<file path="config.mk">
export PLATFORM = sky130hd
export DESIGN_NAME = fetch_queue
export DESIGN_NICKNAME = d
export VERILOG_FILES = /design/src/rtl/fetch_queue.sv
export SDC_FILE = /design/constraint.sdc
export NUM_CORES = 1
export LEC_CHECK = 0
export ABC_AREA = 1
export CAP_MARGIN = 25
export CORE_ASPECT_RATIO = 1.4
export CORE_MARGIN = 2
export CORE_UTILIZATION = 51
export CTS_BUF_LIST = sky130_fd_sc_hd__clkbuf_8
export CTS_CLUSTER_SIZE = 8
export DETAILED_ROUTE_END_ITERATION = 6
export MAX_ROUTING_LAYER = met4
export PLACE_DENSITY = 0.88
export SYNTH_ARGS = -nofsm -noshare
export SYNTH_HDL_FRONTEND = slang
export SYNTH_SLANG_ARGS = --single-unit
</file>
<file path="constraint.sdc">
create_clock -name clk -period 5.4 [get_ports clk]
set_clock_uncertainty 0.05 [all_clocks]
set_input_delay 1.62 -clock clk [delete_from_list [all_inputs] [get_ports clk]]
set_output_delay 1.62 -clock clk [all_outputs]
set_load 0.05 [all_outputs]
</file>
<file path="src/rtl/fetch_queue.sv">
// Fetch-to-decode decoupling FIFO of {instr, pc} pairs with redirect flush.
// Optional FETCH_QUEUE_BYPASS_EN: an empty queue forwards the incoming word to decode in the same cycle.
module fetch_queue #(
  parameter  int DEPTH = 4,
  localparam int AW    = $clog2(DEPTH)
) (
  input  logic          clk,
  input  logic          reset,
  input  logic          clear,
  input  logic          in_valid,
  input  logic [31:0]   in_instr,
  input  logic [31:0]   in_pc,
  output logic          in_ready,
  output logic          out_valid,
  output logic [31:0]   out_instr,
  output logic [31:0]   out_pc,
  input  logic          out_ready,
  output logic [AW:0]   count
);

  localparam logic [AW-1:0] PTR_ONE    = AW'(1);
  localparam logic [AW:0]   CNT_ONE    = (AW + 1)'(1);
  localparam logic [AW:0]   CNT_ZERO   = (AW + 1)'(0);
  localparam logic [AW:0]   CNT_FULL   = (AW + 1)'(DEPTH);
  localparam logic [AW-1:0] PTR_ZERO   = AW'(0);

  logic [63:0]   mem_q [DEPTH];
  logic [AW-1:0] wp_q, wp_d;
  logic [AW-1:0] rp_q, rp_d;
  logic [AW:0]   cnt_q, cnt_d;
  logic          empty_s;
  logic          bypass_s;
  logic          push_s;
  logic          pop_s;
  logic [63:0]   head_s;

  assign empty_s  = (cnt_q == CNT_ZERO);
  assign in_ready = (cnt_q != CNT_FULL);
  assign count    = cnt_q;
  assign head_s   = mem_q[rp_q];
  assign pop_s    = ~empty_s & ~clear & out_ready;

`ifdef FETCH_QUEUE_BYPASS_EN
  assign bypass_s = empty_s & in_valid & ~clear;
  // A bypassed word taken by decode this cycle is never written.
  assign push_s   = in_valid & in_ready & ~clear & ~(bypass_s & out_ready);
`else
  assign bypass_s = 1'b0;
  assign push_s   = in_valid & in_ready & ~clear;
`endif

  // Head presentation: stored entry, bypassed input word, or a NOP at pc 0.
  always_comb begin
    out_valid = 1'b0;
    out_instr = 32'd0;
    out_pc    = 32'd0;
    if (!empty_s) begin
      out_valid = ~clear;
      out_instr = head_s[63:32];
      out_pc    = head_s[31:0];
    end else if (bypass_s) begin
      out_valid = 1'b1;
      out_instr = in_instr;
      out_pc    = in_pc;
    end else begin
      out_valid = 1'b0;
      out_instr = 32'd0;
      out_pc    = 32'd0;
    end
  end

  // Pointer and occupancy next-state; clear flushes everything.
  always_comb begin
    wp_d  = wp_q;
    rp_d  = rp_q;
    cnt_d = cnt_q;
    if (clear) begin
      wp_d  = PTR_ZERO;
      rp_d  = PTR_ZERO;
      cnt_d = CNT_ZERO;
    end else begin
      wp_d = push_s ? (wp_q + PTR_ONE) : wp_q;
      rp_d = pop_s  ? (rp_q + PTR_ONE) : rp_q;
      case ({push_s, pop_s})
        2'b10:   cnt_d = cnt_q + CNT_ONE;
        2'b01:   cnt_d = cnt_q - CNT_ONE;
        default: cnt_d = cnt_q;
      endcase
    end
  end

  // Control state register.
  always_ff @(posedge clk) begin
    if (reset) begin
      wp_q  <= PTR_ZERO;
      rp_q  <= PTR_ZERO;
      cnt_q <= CNT_ZERO;
    end else begin
      wp_q  <= wp_d;
      rp_q  <= rp_d;
      cnt_q <= cnt_d;
    end
  end

  // Entry storage; contents are don't-care until written.
  always_ff @(posedge clk) begin
    if (push_s && !reset) begin
      mem_q[wp_q] <= {in_instr, in_pc};
    end
  end

endmodule
</file>
==> impl_metrics.env, run 1 <==
export IMPL_layout_drive_gt1_share=0.0707
export IMPL_nFillCells=1437
export IMPL_r2r_end="mem_q[3][44]"
export IMPL_dr_pass1_iters=5
export IMPL_htreeDepth=2
export IMPL_syn_inst=828
export IMPL_crit_fanout=77
export IMPL_fin_crit_ns=4.97
export IMPL_final_common_cell="nor2_1"
export IMPL_core_area_mm2=0.0199
export IMPL_final_period_utilization=0.920
export IMPL_tightest_slew_ns=0.859
export IMPL_grt_max_degree=78
export IMPL_synth_adder_area_share=0.00793
export IMPL_grt_setup_unrepaired="false"
export IMPL_synth_simple_area_share=0.105
export IMPL_r2r_slack_ns=3.29
export IMPL_yosys_area_share_xor_xnor=0
export IMPL_cts_sinks=265
export IMPL_cts_tree="built"
export IMPL_synthDistinctLibCells=18
export IMPL_ir_drop_mv=0.205
export IMPL_crit_chain="buf_4, nor2_1, nor2_1, o21ai_0, a21oi_1, clkdlybuf4s50_1"
export IMPL_slowest_delay_ns=0.90
export IMPL_synthMuxAreaShare=0
export IMPL_grt_pass1_vias=7111
export IMPL_cp_slowest_cell="dfxtp_4"
export IMPL_via_per_inst=5.49
export IMPL_required_ns=3.73
export IMPL_final_nets=1050
export IMPL_setup_viol=0
export IMPL_clkTransAtPathRegs_ns=0.05
export IMPL_cp_num_buf_inv=2
export IMPL_ctsHoldBuffers=0
export IMPL_maxSlewViolCount=0
export IMPL_fp_dieH_um=173
export IMPL_path_common_cell="nor2_1"
export IMPL_crit_type="reg -> out"
export IMPL_synth_compound_area_frac=0.0961
export IMPL_diodes=0
export IMPL_clk_latency_ns=0.51
export IMPL_synth_edf_count=256
export IMPL_grt_ovfl_total=0
export IMPL_hold_violations=0
export IMPL_postSynth_asyncResetShare=0
export IMPL_syn_area_mm2=0.0104
export IMPL_pre_cts_slack_ns=0.745
export IMPL_status="finished clean"
export IMPL_cp_arrival_ns=3.30
export IMPL_start_kind="flop"
export IMPL_crit_family="buffers and inverters"
export IMPL_setup_ws_ns=0.429
export IMPL_die_w_um=125
export IMPL_drtIter0Drc=565
export IMPL_ant_nets=0
export IMPL_min_from="rp_q[0]"
export IMPL_synth_nets=903
export IMPL_r2r_cells=5
export IMPL_p_leak_nw=4.29
export IMPL_reg2reg_from="count[1]"
export IMPL_vias=6824
export IMPL_rows=61
export IMPL_dieArea_mm2=0.0216
export IMPL_cap_viol_max_count=0
export IMPL_hold_class="reg -> reg"
export IMPL_track_usage=0.208
export IMPL_gp_congestion=0.769
export IMPL_tns_ns=0
export IMPL_clock_root_buffer="clkbuf_8"
export IMPL_ys_ff_latch=265
export IMPL_hold_path_depth=2
export IMPL_clockBufferDepth=3
export IMPL_antenna_found_initial=0
export IMPL_start_util=0.523
export IMPL_cts_inserted_buffers=40
export IMPL_seqCellArea_mm2=0.00787
export IMPL_postCtsSetupBuffers=0
export IMPL_hpwl_mm=12.5
export IMPL_clock_fmax_mhz=201
export IMPL_cp_end_kind="output port"
export IMPL_ios=138
export IMPL_syn_to_final_growth_pct=21.0
export IMPL_cts_resized=0
export IMPL_grt_pass1_wl_mm=34.5
export IMPL_power_density_mw_per_mm2=313
export IMPL_syn_avg_cell_area_um2=12.6
export IMPL_ys_seq_area_frac=0.755
export IMPL_layout_common_cells="265 x nor2_1, 256 x edfxtp_1, 137 x clkdlybuf4s50_1, 121 x o21ai_0, 69 x a21oi_1"
export IMPL_drc=0
export IMPL_synth_top_family_by_area="simple AND/OR/NAND/NOR gates"
export IMPL_io_buffers=137
export IMPL_fin_util=0.633
export IMPL_wire_per_inst_um=17.8
export IMPL_multi_input_area_mm2=0.00220
export IMPL_max_slew_margin=0.428
export IMPL_ys_warn_count=0
export IMPL_synthFlopType="edfxtp_1"
export IMPL_drt_total_wl_mm=22.1
==> sequential cells by signal, indices dropped and copies added, names as in the netlist, named ones only <==
| register | flops |
|---|---|
| count | 3 |
| rp_q | 2 |
| wp_q | 2 |
| mem_q | 256 |
==> worst reg2reg max path: stages (launching register included) <==
cell and delay (ns):
dfxtp_1 0.35, nor2_1 0.08, nand2_1 0.17, nand3_1 0.36, nor2_4 0.20, buf_4 0.51
==> metal layers <==
layer / GRT usage / up-vias / share of wire
met2: 0.373 / 267 / 0.54
li1: - / 3194 / -
met5: - / - / 0
met3: 0.0402 / 56 / 0.059
met4: 0.0927 / 0 / 0.029
met1: 0.221 / 3307 / 0.37
==> cell usage after synthesis, types with 5 or more instances <==
cell / number / area, um^2
nor2_1: 269 / 1010
edfxtp_1: 256 / 7690
o21ai_0: 121 / 606
a21oi_1: 69 / 345
inv_1: 19 / 71.3
clkbuf_1: 15 / 56.3
buf_2: 14 / 70.1
nand2_1: 13 / 48.8
buf_6: 11 / 124
o21ai_1: 10 / 50.1
dfxtp_1: 9 / 180
buf_4: 5 / 37.5
ha_1: 5 / 62.6
nand3_1: 5 / 25.0
==> power breakdown <==
part | internal, mW | leakage [nW] | total (mW) | switching (mW)
logic | 0.104 | 1.54 | 0.292 | 0.188
clock network | 0.689 | 0.359 | 1.36 | 0.674
registers | 2.28 | 2.39 | 2.29 | 0.00831
total | 3.07 | 4.29 | 3.94 | 0.871
==> worst max path at each step <==
stage	slack, ns	start	depth (start not counted)	end
2_1_floorplan	0.06	clear	3	mem_q[0][0]
3_3_place_gp	0.74	clear	3	out_valid
6_report	0.43	flop	6	out_instr[21]
5_1_grt	0.24	flop	6	out_instr[21]
3_5_place_dp	0.74	clear	3	out_valid
4_1_cts	0.44	flop	6	out_instr[21]
==> logic make-up after synthesis <==
logic type                 after synthesis
and+or+nand+nor                        288
DFF                                    265
AOI/OAI and AO/OA                      200
buffers and inverters                   69
adders and majority gates                6
==> per-stage QoR <==
stage	cell area [um^2]	cells	hold WS (ns)	power, mW
floorplan	10400	828	0.393	2.48
global placement	12000	1185	0.393	2.61
detailed placement	12000	1185	0.412	2.62
CTS	12600	1242	0.423	3.98
global route	12600	1242	0.449	4.09
finish	12600	1242	0.420	3.94
==> layout make-up <==
cell class	count	area share
clock inverter	16	0.00556
inverter	21	0.00635
timing repair buffer	153	0.119
clock buffer	41	0.0448
sequential	265	0.624
multi-input combinational	494	0.175
tap	252	0.0250
Note: power is estimated with default switching activity, not from simulation.
==> run 2, diff against run 1 <==
- CORE_UTILIZATION: 51 -> 40
- PLACE_DENSITY: 0.88 -> 0.73
- SETUP_SLACK_MARGIN: default -> 0.15
==> impl_metrics.env, run 2 (synthesis gave the netlist of run 1 again) <==
export IMPL_status="finished clean"
export IMPL_grt_setup_unrepaired="false"
export IMPL_r2r_slack_ns=3.16
export IMPL_clk_latency_ns=0.52
export IMPL_cts_sinks=265
export IMPL_slowest_delay_ns=0.86
export IMPL_drc=0
export IMPL_hold_path_depth=2
export IMPL_grt_max_degree=75
export IMPL_cts_tree="built"
export IMPL_path_common_cell="nor2_1"
export IMPL_maxSlewViolCount=0
export IMPL_worstHoldEndpoint="rp_q[0]"
export IMPL_start_kind="flop"
export IMPL_hold_class="reg -> reg"
export IMPL_hpwl_mm=12.5
export IMPL_cp_arrival_ns=3.19
export IMPL_p_seq_frac=0.557
export IMPL_antenna_found_initial=0
export IMPL_wire_per_inst_um=17.0
export IMPL_final_common_cell="nor2_1"
export IMPL_dr_pass1_iters=5
export IMPL_layout_common_cells="265 x nor2_1, 256 x edfxtp_1, 137 x clkdlybuf4s50_1, 121 x o21ai_0, 69 x a21oi_1"
export IMPL_reg2reg_from="count[1]"
export IMPL_htreeDepth=2
export IMPL_tightest_slew_ns=0.980
export IMPL_max_slew_margin=0.346
export IMPL_track_usage=0.167
export IMPL_rows=69
export IMPL_clkTransAtPathRegs_ns=0.06
export IMPL_power_share_clock=0.372
export IMPL_layout_drive_gt1_share=0.0739
export IMPL_fp_dieH_um=195
export IMPL_fin_cells=1321
export IMPL_tns_ns=0
export IMPL_crit_fanout=66
export IMPL_grt_pass1_vias=6729
export IMPL_syn_to_final_growth_pct=23.1
export IMPL_vias=6680
export IMPL_gp_congestion=0.733
export IMPL_start_util=0.409
export IMPL_r2r_end="mem_q[0][30]"
export IMPL_ant_nets=0
export IMPL_power_density_mw_per_mm2=320
export IMPL_clock_fmax_mhz=206
export IMPL_p_leak_nw=4.37
export IMPL_cp_slowest_cell="clkdlybuf4s50_1"
export IMPL_drtIter0Drc=304
export IMPL_clock_root_buffer="clkbuf_8"
export IMPL_required_ns=3.73
export IMPL_grt_pass1_wl_mm=34.3
export IMPL_largest_register_ffs=256
export IMPL_min_from="rp_q[0]"
export IMPL_ir_drop_mv=0.204
export IMPL_swShare=0.219
export IMPL_io_buffers=137
export IMPL_dieArea_mm2=0.0274
export IMPL_setup_viol=0
export IMPL_postCtsSetupBuffers=0
export IMPL_hold_violations=0
export IMPL_cts_resized=0
export IMPL_final_nets=1053
export IMPL_p_sw_mw=0.898
export IMPL_cts_inserted_buffers=42
export IMPL_cap_viol_max_count=0
export IMPL_ios=138
export IMPL_final_period_utilization=0.900
export IMPL_nFillCells=2133
export IMPL_core_area_mm2=0.0255
export IMPL_via_per_inst=5.06
export IMPL_ctsHoldBuffers=0
export IMPL_cp_end_kind="output port"
export IMPL_clockBufferDepth=3
export IMPL_r2r_cells=5
export IMPL_combPwrFrac=0.071
export IMPL_crit_type="reg -> out"
export IMPL_crit_chain="buf_12, nor2_1, nor2_1, o21ai_0, a21oi_1, clkdlybuf4s50_1"
export IMPL_fin_crit_ns=4.86
export IMPL_die_w_um=140
export IMPL_regMostFlops="mem_q"
export IMPL_grt_ovfl_total=0
export IMPL_p_int_mw=3.21
export IMPL_dp_cells=1253
export IMPL_drt_total_wl_mm=22.4
-- run 2: final cells by class --
class	instances	area, um^2	area share
clock buffer	43	592	0.0462
sequential	265	7870	0.614
multi-input combinational	494	2200	0.172
inverter	21	80.1	0.00625
tap	319	399	0.0311
antenna	1	2.50	0.000195
timing repair buffer	154	1520	0.119
clock inverter	24	149	0.0116
-- run 2: critical path: cells and delay by family (launching register included) --
kind	cells	cell delay, ns
AO/OA/AOI/OAI	2	0.39
buffers and inverters	2	1.23
flip-flops	1	0.82
AND/OR/NAND/NOR	2	0.17
-- run 2: how the worst max path moves through the flow --
| stage | to | slack [ns] | from | depth (start not counted) |
|---|---|---|---|---|
| floorplan | mem_q[0][0] | 0.06 | clear | 3 |
| global placement | out_valid | 0.74 | clear | 3 |
| detailed placement | out_valid | 0.74 | clear | 3 |
| CTS | out_instr[24] | 0.51 | flop | 6 |
| global route | out_instr[14] | 0.35 | flop | 5 |
| finish | out_instr[14] | 0.54 | flop | 6 |
-- run 2: routing by layer --
metal  track usage  up-vias  wire, um
met1         0.183     3201      8420
met5             -        -         0
met4        0.0670        0       638
met3        0.0389       50      1430
met2         0.294      214     11900
li1              -     3215         -
-- run 2: power by group through the flow --
stage | clock, mW | combinational, mW | sequential (mW)
after global routing | 1.67 | 0.312 | 2.29
after global placement | 0 | 0.290 | 2.33
after detailed placement | 0 | 0.294 | 2.33
after CTS | 1.58 | 0.295 | 2.29
final | 1.53 | 0.293 | 2.29
after floorplan | 0 | 0.150 | 2.33
-- run 2: metrics by stage --
| step | util | setup slack, ns | area [um^2] | power, mW | hold WS, ns |
|---|---|---|---|---|---|
| 6_report | 0.503 | 0.538 | 12800 | 4.11 | 0.416 |
| 5_1_grt | 0.503 | 0.352 | 12800 | 4.27 | 0.446 |
| 4_1_cts | 0.503 | 0.505 | 12800 | 4.16 | 0.419 |
| 3_5_place_dp | 0.474 | 0.744 | 12100 | 2.62 | 0.411 |
| 3_3_place_gp | 0.474 | 0.743 | 12100 | 2.62 | 0.405 |
| 2_1_floorplan | - | 0.0569 | 10400 | 2.48 | 0.393 |
==> run 3, diff against run 2 <==
- ABC_AREA: 1 -> default
- PLACE_DENSITY: 0.73 -> 0.74
==> impl_metrics.env, run 3 <==
export IMPL_slowest_delay_ns=0.81
export IMPL_whs_ns=0.453
export IMPL_core_area_mm2=0.0252
export IMPL_reg2reg_from="count[2]"
export IMPL_clk_latency_ns=0.52
export IMPL_syn_area_mm2=0.0102
export IMPL_clock_fmax_mhz=212
export IMPL_crit_chain="clkdlybuf4s50_1, nor2_1, clkdlybuf4s50_1"
export IMPL_htreeDepth=2
export IMPL_synth_nets=535
export IMPL_drtIter0Drc=229
export IMPL_cp_slowest_cell="clkdlybuf4s50_1"
export IMPL_cts_sinks=265
export IMPL_final_nets=700
export IMPL_largest_register_ffs=256
export IMPL_max_slew_margin=0.321
export IMPL_synth_most_common_cell="edfxtp_1"
export IMPL_tns_ns=0
export IMPL_hold_path_depth=2
export IMPL_synthTopCellsByCount="256 x edfxtp_1, 64 x mux4_2, 59 x nor2b_1"
export IMPL_hold_violations=0
export IMPL_ys_seq_area_frac=0.774
export IMPL_ctsHoldBuffers=0
export IMPL_grt_pass1_wl_mm=29.6
export IMPL_cp_end_kind="output port"
export IMPL_syn_avg_cell_area_um2=22.1
export IMPL_layout_drive_gt1_share=0.199
export IMPL_ys_warn_count=0
export IMPL_r2r_end="count[2]"
export IMPL_grt_ovfl_total=0
export IMPL_clockBufferDepth=3
export IMPL_cap_viol_max_count=0
export IMPL_crit_type="in -> out"
export IMPL_required_ns=3.73
export IMPL_hpwl_mm=10.6
export IMPL_synthDistinctLibCells=27
export IMPL_hold_class="reg -> reg"
export IMPL_via_per_inst=5.11
export IMPL_maxSlewViolCount=0
export IMPL_ant_nets=0
export IMPL_r2r_slack_ns=2.80
export IMPL_postSynth_asyncResetShare=0
export IMPL_regMostFlops="mem_q"
export IMPL_vias=4921
export IMPL_ys_ff_latch=265
export IMPL_clock_root_buffer="clkbuf_8"
export IMPL_diodes=0
export IMPL_start_util=0.403
export IMPL_final_period_utilization=0.875
export IMPL_io_buffers=137
export IMPL_p_leak_nw=3.94
export IMPL_setup_viol=0
export IMPL_synth_top_area_frac=0.756
export IMPL_cts_tree="built"
export IMPL_placed_cell_area_mm2=0.0119
export IMPL_fin_crit_ns=4.73
export IMPL_synthFlopType="edfxtp_1"
export IMPL_ir_drop_mv=0.186
export IMPL_track_usage=0.148
export IMPL_final_common_cell="edfxtp_1"
export IMPL_syn_inst=460
export IMPL_postCtsSetupBuffers=0
export IMPL_die_w_um=139
export IMPL_antenna_found_initial=0
export IMPL_ios=138
export IMPL_synth_edf_count=256
export IMPL_setup_ws_ns=0.674
export IMPL_layout_common_cells="256 x edfxtp_1, 137 x clkdlybuf4s50_1, 64 x mux4_2, 59 x nor2b_1, 45 x clkbuf_8"
export IMPL_wire_per_inst_um=19.9
export IMPL_final_area_mm2=0.0127
export IMPL_dr_pass1_iters=6
export IMPL_min_from="rp_q[1]"
export IMPL_path_common_cell="clkdlybuf4s50_1"
export IMPL_drt_total_wl_mm=19.2
export IMPL_tightest_slew_ns=1.02
export IMPL_start_kind="primary input"
export IMPL_grt_max_degree=65
export IMPL_clkTransAtPathRegs_ns=0.06
export IMPL_cts_inserted_buffers=41
export IMPL_cts_resized=0
export IMPL_dieArea_mm2=0.0267
export IMPL_r2r_cells=9
export IMPL_grt_setup_unrepaired="false"
export IMPL_grt_pass1_vias=5449
export IMPL_power_density_mw_per_mm2=316
export IMPL_status="finished clean"
export IMPL_syn_to_final_growth_pct=24.8
export IMPL_pre_cts_slack_ns=0.687
export IMPL_cp_arrival_ns=3.06
export IMPL_yosys_area_top_type="edfxtp_1"
export IMPL_synthTopCellsByArea="edfxtp_1 76%, mux4_2 14%, nor2b_1 3.6%"
export IMPL_fp_dieH_um=193
export IMPL_gp_congestion=0.685
export IMPL_rows=69
export IMPL_drc=0
export IMPL_crit_fanout=5
-- run 3: changes by cell type in the layout (fill, tap and decap cells not counted), moves of 15 or more --
cell	before	now
inv_1	34	19
a21oi_1	69	3
nor2b_1	0	59
nor2_1	265	8
o21ai_0	121	3
mux4_2	0	64
-- run 3: worst max-delay path by stage --
stage	end	from	cells past startpoint
3_3_place_gp	out_valid	clear	3
3_5_place_dp	out_valid	clear	3
2_1_floorplan	mem_q[0][0]	clear	2
4_1_cts	out_valid	clear	3
5_1_grt	out_pc[24]	flop	3
6_report	out_valid	clear	3
-- run 3: through the flow --
step                total power, mW  cells  utilization
floorplan                      2.44    460            -
global placement               2.54    897        0.470
detailed placement             2.55    897        0.470
CTS                            4.05    959        0.499
global route                   4.16    963        0.503
finish                         4.00    963        0.503
-- run 3: worst max-delay path, delay by kind of cell --
family / cells / cell delay [ns]
buffers and inverters: 2 / 1.29
AND/OR/NAND/NOR: 1 / 0.14
-- run 3: layout make-up --
cell class,instances,area [um^2]
fillers,2023,12500
flip-flops and latches,265,7880
multi-input cells,168,2160
repair buffers,144,1520
clock buffers,45,619
well taps,319,399
clock inverters,17,95.1
inverters,5,18.8
-- run 3: metal layers --
metal / vias to the layer above / wire (um) / share of wire / global-route usage
li1: 2185 / - / - / -
met4: 0 / 474 / 0.025 / 0.0521
met5: - / 0 / 0 / -
met3: 41 / 1150 / 0.060 / 0.0400
met2: 163 / 10000 / 0.52 / 0.260
met1: 2532 / 7510 / 0.39 / 0.165
-- run 3: power by group --
part	internal, mW	total (mW)	switching, mW
Sequential	2.28	2.28	0.00572
Clock	0.799	1.49	0.694
Combinational	0.102	0.227	0.125
Total	3.18	4.00	0.825
-- run 3: kinds of logic after synthesis --
kind of cell	share of synthesized area
AOI/OAI and AO/OA	0.00443
xor gates and xnor gates	0.00259
adders and majority gates	0.00812
buffers and inverters	0.0164
DFF	0.774
muxes	0.142
and+or+nand+nor	0.0528
